## src/rtl/mul_div_unit.sv

```systemverilog
// rtl/mul_div_unit.sv - iterative RV32M multiply/divide unit (32-step shift-add / restoring divide)
// Optional MDU_FAST_MUL_EN: single-cycle combinational multiplier for MUL/MULH/MULHSU/MULHU.
module mul_div_unit #(
    parameter int XLEN = 32
) (
    input  logic            clk,
    input  logic            rstn,
    input  logic            start,
    input  logic [2:0]      funct3,
    input  logic [XLEN-1:0] op_a,
    input  logic [XLEN-1:0] op_b,
    output logic            busy,
    output logic            done,
    output logic [XLEN-1:0] result
);
    localparam int CW = $clog2(XLEN + 1);
    localparam logic [XLEN-1:0] MIN_NEG = {1'b1, {(XLEN-1){1'b0}}};

    typedef enum logic [1:0] {S_IDLE, S_CALC, S_FINISH, S_DONE} state_t;

    state_t            state_q, state_d;
    logic [2:0]        funct3_q, funct3_d;
    logic              neg_q, neg_d;
    logic [XLEN-1:0]   opnd_q, opnd_d;
    logic [2*XLEN-1:0] acc_q, acc_d;
    logic [CW-1:0]     cnt_q, cnt_d;
    logic [XLEN-1:0]   result_q, result_d;

    logic              is_div, a_signed, b_signed, a_neg, b_neg;
    logic [XLEN-1:0]   a_mag, b_mag;
    logic              div_zero, div_ovf;
    logic [XLEN-1:0]   special_res;
    logic              neg_new;

    always_comb begin
        is_div   = funct3[2];
        a_signed = (funct3 == 3'b001) || (funct3 == 3'b010) ||
                   (funct3 == 3'b100) || (funct3 == 3'b110);
        b_signed = (funct3 == 3'b001) || (funct3 == 3'b100) || (funct3 == 3'b110);
        a_neg    = a_signed && op_a[XLEN-1];
        b_neg    = b_signed && op_b[XLEN-1];
        a_mag    = a_neg ? -op_a : op_a;
        b_mag    = b_neg ? -op_b : op_b;
        div_zero = is_div && (op_b == '0);
        div_ovf  = is_div && !funct3[0] && (op_a == MIN_NEG) && (op_b == '1);
        if (div_zero) begin
            special_res = funct3[1] ? op_a : '1;
        end else begin
            special_res = funct3[1] ? '0 : MIN_NEG;
        end
        // Remainder follows the dividend's sign; quotient and MULH* follow sign mismatch.
        case (funct3)
            3'b001, 3'b100: neg_new = a_neg ^ b_neg;
            3'b010, 3'b110: neg_new = a_neg;
            default:        neg_new = 1'b0;
        endcase
    end

    logic [XLEN:0]     mul_sum, div_trial, div_diff;
    logic              div_ge;
    logic [2*XLEN-1:0] mul_step, div_step;

    always_comb begin
        mul_sum   = {1'b0, acc_q[2*XLEN-1:XLEN]} + (acc_q[0] ? {1'b0, opnd_q} : '0);
        mul_step  = {mul_sum, acc_q[XLEN-1:1]};
        div_trial = {acc_q[2*XLEN-1:XLEN], acc_q[XLEN-1]};
        div_diff  = div_trial - {1'b0, opnd_q};
        // Partial remainder is always below the divisor, so the top bit is a pure borrow.
        div_ge    = ~div_diff[XLEN];
        div_step  = {div_ge ? div_diff[XLEN-1:0] : div_trial[XLEN-1:0],
                     acc_q[XLEN-2:0], div_ge};
    end

    logic [2*XLEN-1:0] prod_signed;
    logic [XLEN-1:0]   div_val, finish_res;

    always_comb begin
        prod_signed = neg_q ? -acc_q : acc_q;
        div_val     = funct3_q[1] ? acc_q[2*XLEN-1:XLEN] : acc_q[XLEN-1:0];
        if (funct3_q[2]) begin
            finish_res = neg_q ? -div_val : div_val;
        end else if (funct3_q[1:0] == 2'b00) begin
            finish_res = prod_signed[XLEN-1:0];
        end else begin
            finish_res = prod_signed[2*XLEN-1:XLEN];
        end
    end

`ifdef MDU_FAST_MUL_EN
    logic [2*XLEN-1:0] fast_a, fast_b, fast_prod;
    logic [XLEN-1:0]   fast_res;

    always_comb begin
        fast_a    = {{XLEN{a_signed & op_a[XLEN-1]}}, op_a};
        fast_b    = {{XLEN{b_signed & op_b[XLEN-1]}}, op_b};
        fast_prod = fast_a * fast_b;
        fast_res  = (funct3[1:0] == 2'b00) ? fast_prod[XLEN-1:0] : fast_prod[2*XLEN-1:XLEN];
    end
`endif

    always_comb begin
        state_d  = state_q;
        funct3_d = funct3_q;
        neg_d    = neg_q;
        opnd_d   = opnd_q;
        acc_d    = acc_q;
        cnt_d    = cnt_q;
        result_d = result_q;
        case (state_q)
            S_IDLE, S_DONE: begin
                state_d = S_IDLE;
                if (start) begin
                    funct3_d = funct3;
                    neg_d    = neg_new;
                    if (div_zero || div_ovf) begin
                        state_d  = S_DONE;
                        result_d = special_res;
`ifdef MDU_FAST_MUL_EN
                    end else if (!is_div) begin
                        state_d  = S_DONE;
                        result_d = fast_res;
`endif
                    end else begin
                        state_d = S_CALC;
                        cnt_d   = CW'(XLEN);
                        acc_d   = {{XLEN{1'b0}}, is_div ? a_mag : b_mag};
                        opnd_d  = is_div ? b_mag : a_mag;
                    end
                end
            end
            S_CALC: begin
                acc_d = funct3_q[2] ? div_step : mul_step;
                cnt_d = cnt_q - CW'(1);
                if (cnt_q == CW'(1)) begin
                    state_d = S_FINISH;
                end
            end
            S_FINISH: begin
                result_d = finish_res;
                state_d  = S_DONE;
            end
            default: state_d = S_IDLE;
        endcase
    end

    always_ff @(posedge clk or negedge rstn) begin
        if (!rstn) begin
            state_q  <= S_IDLE;
            funct3_q <= '0;
            neg_q    <= 1'b0;
            opnd_q   <= '0;
            acc_q    <= '0;
            cnt_q    <= '0;
            result_q <= '0;
        end else begin
            state_q  <= state_d;
            funct3_q <= funct3_d;
            neg_q    <= neg_d;
            opnd_q   <= opnd_d;
            acc_q    <= acc_d;
            cnt_q    <= cnt_d;
            result_q <= result_d;
        end
    end

    assign busy   = (state_q == S_CALC) || (state_q == S_FINISH);
    assign done   = (state_q == S_DONE);
    assign result = result_q;

endmodule

```

## config.mk

```make
export PLATFORM = sky130hd
export DESIGN_NAME = mul_div_unit
export DESIGN_NICKNAME = d
export VERILOG_FILES = /design/src/rtl/mul_div_unit.sv
export SDC_FILE = /design/constraint.sdc
export NUM_CORES = 1
export LEC_CHECK = 0
export CORE_MARGIN = 8
export CORE_UTILIZATION = 51
export CTS_BUF_LIST = sky130_fd_sc_hd__clkbuf_16
export DETAILED_ROUTE_END_ITERATION = 6
export PLACE_DENSITY = 0.67
export SKIP_CTS_REPAIR_TIMING = 1
export SLEW_MARGIN = 20
export SYNTH_ARGS = -nofsm -noshare
export SYNTH_HDL_FRONTEND = slang
export SYNTH_SLANG_ARGS = --single-unit
```

## constraint.sdc

```tcl
create_clock -name clk -period 11.2 [get_ports clk]
set_clock_uncertainty 0.2 [all_clocks]
set_input_delay 2.8 -clock clk [delete_from_list [all_inputs] [get_ports clk]]
set_output_delay 2.8 -clock clk [all_outputs]
set_load 0.005 [all_outputs]
```

==> metrics.txt <==
status finished, final reports clean; drt total wl 61.4 mm; Final Cell Area 17300 µm²; setup TNS 0 ns; number of flops mapped to enable cells by yosys 0; max-slew violations 0; CTS max path bufs 2; TritonRoute pass-1 iters 7; clock share of power 0.109; post-synthesis cell type count 77; global-route wire length before repair 92.4 mm; Main synth FF type dfrtp_1; Overall Global Routing Usage 0.331; CP Launch Type primary input; Least-Margin Pin Slew 1.13 ns; layout net count 2245; proportion of layout cells with a drive suffix above 1 0.0616; Peak supply drop 0.000262 V; most frequent cells in the layout nor2_1 (225), a21oi_1 (215), nand2_1 (210); Die W 191 µm; minimum clock period 6.98 ns; total gr overflow 0; # IOs 104; Comb power frac 0.670; max frequency 143 MHz; critical path's largest stage delay 0.73 ns; critical path class primary input to flip-flop; Mapped Cells 2106; FFs w/ async S/R, synth 1.00; clk slew on worst S/H paths 0.07 ns; Seq cells post-synth 140; Critical Path RT 11.35 ns; initial antenna violation count 1; Lkg Pwr 6.91 nW; antenna violation net count after detailed routing 0; depth of the CTS H-tree 4; Post-DP Area 16700 µm²; routability cong. 1.03; Synth Area in XOR/XNOR 0.117; critical path arrival 7.13 ns; Tcrit/Tclk final 0.623; Skew-Pair Late Insertion Delay 0.47 ns; cell area after synthesis 15600 µm²; synth warn 0; crit-path max FO 67; sw frac 0.542; Hold Vio Cnt, Final 0; worst-path cell chain clkdlybuf4s50_1, nor4_2, nand4b_1, or4_1, o211ai_4, buf_4, a21boi_4, buf_4, nor3_1, a32oi_1, o21ai_1, a21o_1; count of max-cap constraint violations 0; Seq/Total Area, Yosys 0.224; leading cell type in the layout, fill and taps excluded nor2_1; Psw 2.85 mW; Die Y-Extent 191 µm; Core ar. 30300 µm²; Vias/cell 6.50; min-delay worst type flip-flop to flip-flop; initial drt markers 1994; mux cell area share after synthesis 0.0560; Setup Viol. Count Final 0; per-cell routed wire length 24.5 µm; largest net degree at the start of global routing 121; Synth Area in Compound Gates 0.276; Initial Utilization 0.514; Die ar. 36500 µm²; via count 16300; sequential power share 0.221; final core occ 0.570; Crit path top cell by count buf_4; row count 64; cts bufs inserted 17; cell-internal power 2.41 mW; # diodes 0; simple-gate area share of the yosys netlist 0.209; Port-buffer cells 103; P&R area growth vs syn 10.9%; Slowest cell on crit path or4_1; CTS Root Cell clkbuf_16; Mapped Nets 2252; unrepaired setup endpoints after global routing no; DP HPWL 47.4 mm; Synth Area in Adders 0.0619; clock sink count 140; Slew HR 0.245; fillers 2925; vias in the first global route 15000; # DRC 0; Avg Cell Area, Syn 7.41 µm²; largest family of logic cells by synthesized area compound AO/OA/AOI/OAI gates; Worst Setup End Kind flip-flop; CTS tree yes; pwr/cell area 303 nW/µm²
-- power by group through the flow --
stage	Combinational (mW)	Clock, mW	Sequential, mW
2_1_floorplan	2.63	0	0.896
3_3_place_gp	3.39	0	1.14
3_5_place_dp	3.42	0	1.15
4_1_cts	3.44	0.575	1.14
5_1_grt	3.84	0.597	1.19
6_report	3.52	0.571	1.16
-- worst max-delay path: cells and delay by family --
family                 cells  cell delay, ns
AND/OR/NAND/NOR            4            1.79
buffers and inverters      3            1.52
AO/OA/AOI/OAI              5            0.98
-- layout make-up --
cell class,count,area [µm²],area share
Timing Repair Buffer,126,1200,0.0694
Inverter,68,255,0.0147
Sequential cell,140,3510,0.203
Clock inverter,15,141,0.00817
Clock buffer,17,425,0.0246
Tap cell,396,495,0.0286
Multi-Input combinational cell,1746,11300,0.652
-- logic make-up (layout without fill, tap and decap cells) --
family,count (synthesis),in the layout
adder cells (fa/ha/maj),76,76
AND/OR/NAND/NOR,694,694
buffers and inverters,220,226
multiplexers,83,83
AO/OA/AOI/OAI,685,685
flip-flops,140,140
XOR/XNOR,208,208
-- synth_stat cells, types with 13 or more instances --
cell,number,area (µm²)
a211oi_1,38,285
inv_1,68,255
a22oi_1,22,165
o221ai_1,13,114
a221oi_1,14,123
clkbuf_1,116,435
or3_1,15,93.8
nor3_1,53,265
buf_2,17,85.1
buf_1,16,60.1
nor2_1,227,852
mux2i_1,48,480
nand4_1,17,106
xnor2_1,111,972
or4_1,20,150
mux2_2,35,394
nand3_1,30,150
a31oi_1,33,206
o41ai_1,15,131
nor4_1,15,93.8
o31ai_1,39,293
nand2b_1,39,244
nand2_1,210,788
o21ai_0,173,866
o211ai_1,23,173
a21oi_1,215,1080
ha_1,74,926
a21o_1,27,203
dfrtp_1,140,3500
xor2_1,97,850
-- final timing paths --
check,to,slack [ns],startpoint,cells after the start
setup reg to reg,result[26],6.24,funct3_q[1],11
hold / removal,opnd_q[23],0.27,opnd_q[23],2
setup / recovery,acc_q[62],4.22,op_a[3],12
max in group asynchronous,opnd_q[25],7.03,rstn,3
hold reg to reg,opnd_q[23],0.27,opnd_q[23],2
min in group asynchronous,acc_q[42],2.04,rstn,1
-- stage by stage --
step / worst slack (ns) / hold WS [ns] / total power [mW] / std cells
after floorplan: 5.69 / 0.239 / 3.52 / 2106
after CTS: 4.30 / 0.277 / 5.16 / 2508
after detailed placement: 3.83 / 0.264 / 4.57 / 2476
after global routing: 3.94 / 0.287 / 5.62 / 2508
final: 4.22 / 0.274 / 5.25 / 2508
after global placement: 3.91 / 0.258 / 4.53 / 2476
-- flip-flops by register name, indices dropped and copies added, names as in the netlist --
register  cells
acc_q        64
opnd_q       32
result       32
cnt_q         6
funct3_q      3
state_q       2
neg_q         1
-- routing by layer --
| layer | share of wire | global-route usage |
|---|---|---|
| met5 | 0.00015 | 0 |
| met3 | 0.10 | 0.0852 |
| met2 | 0.40 | 0.455 |
| met4 | 0.038 | 0.129 |
| met1 | 0.46 | 0.483 |
Power figures use the tool's default switching activity.
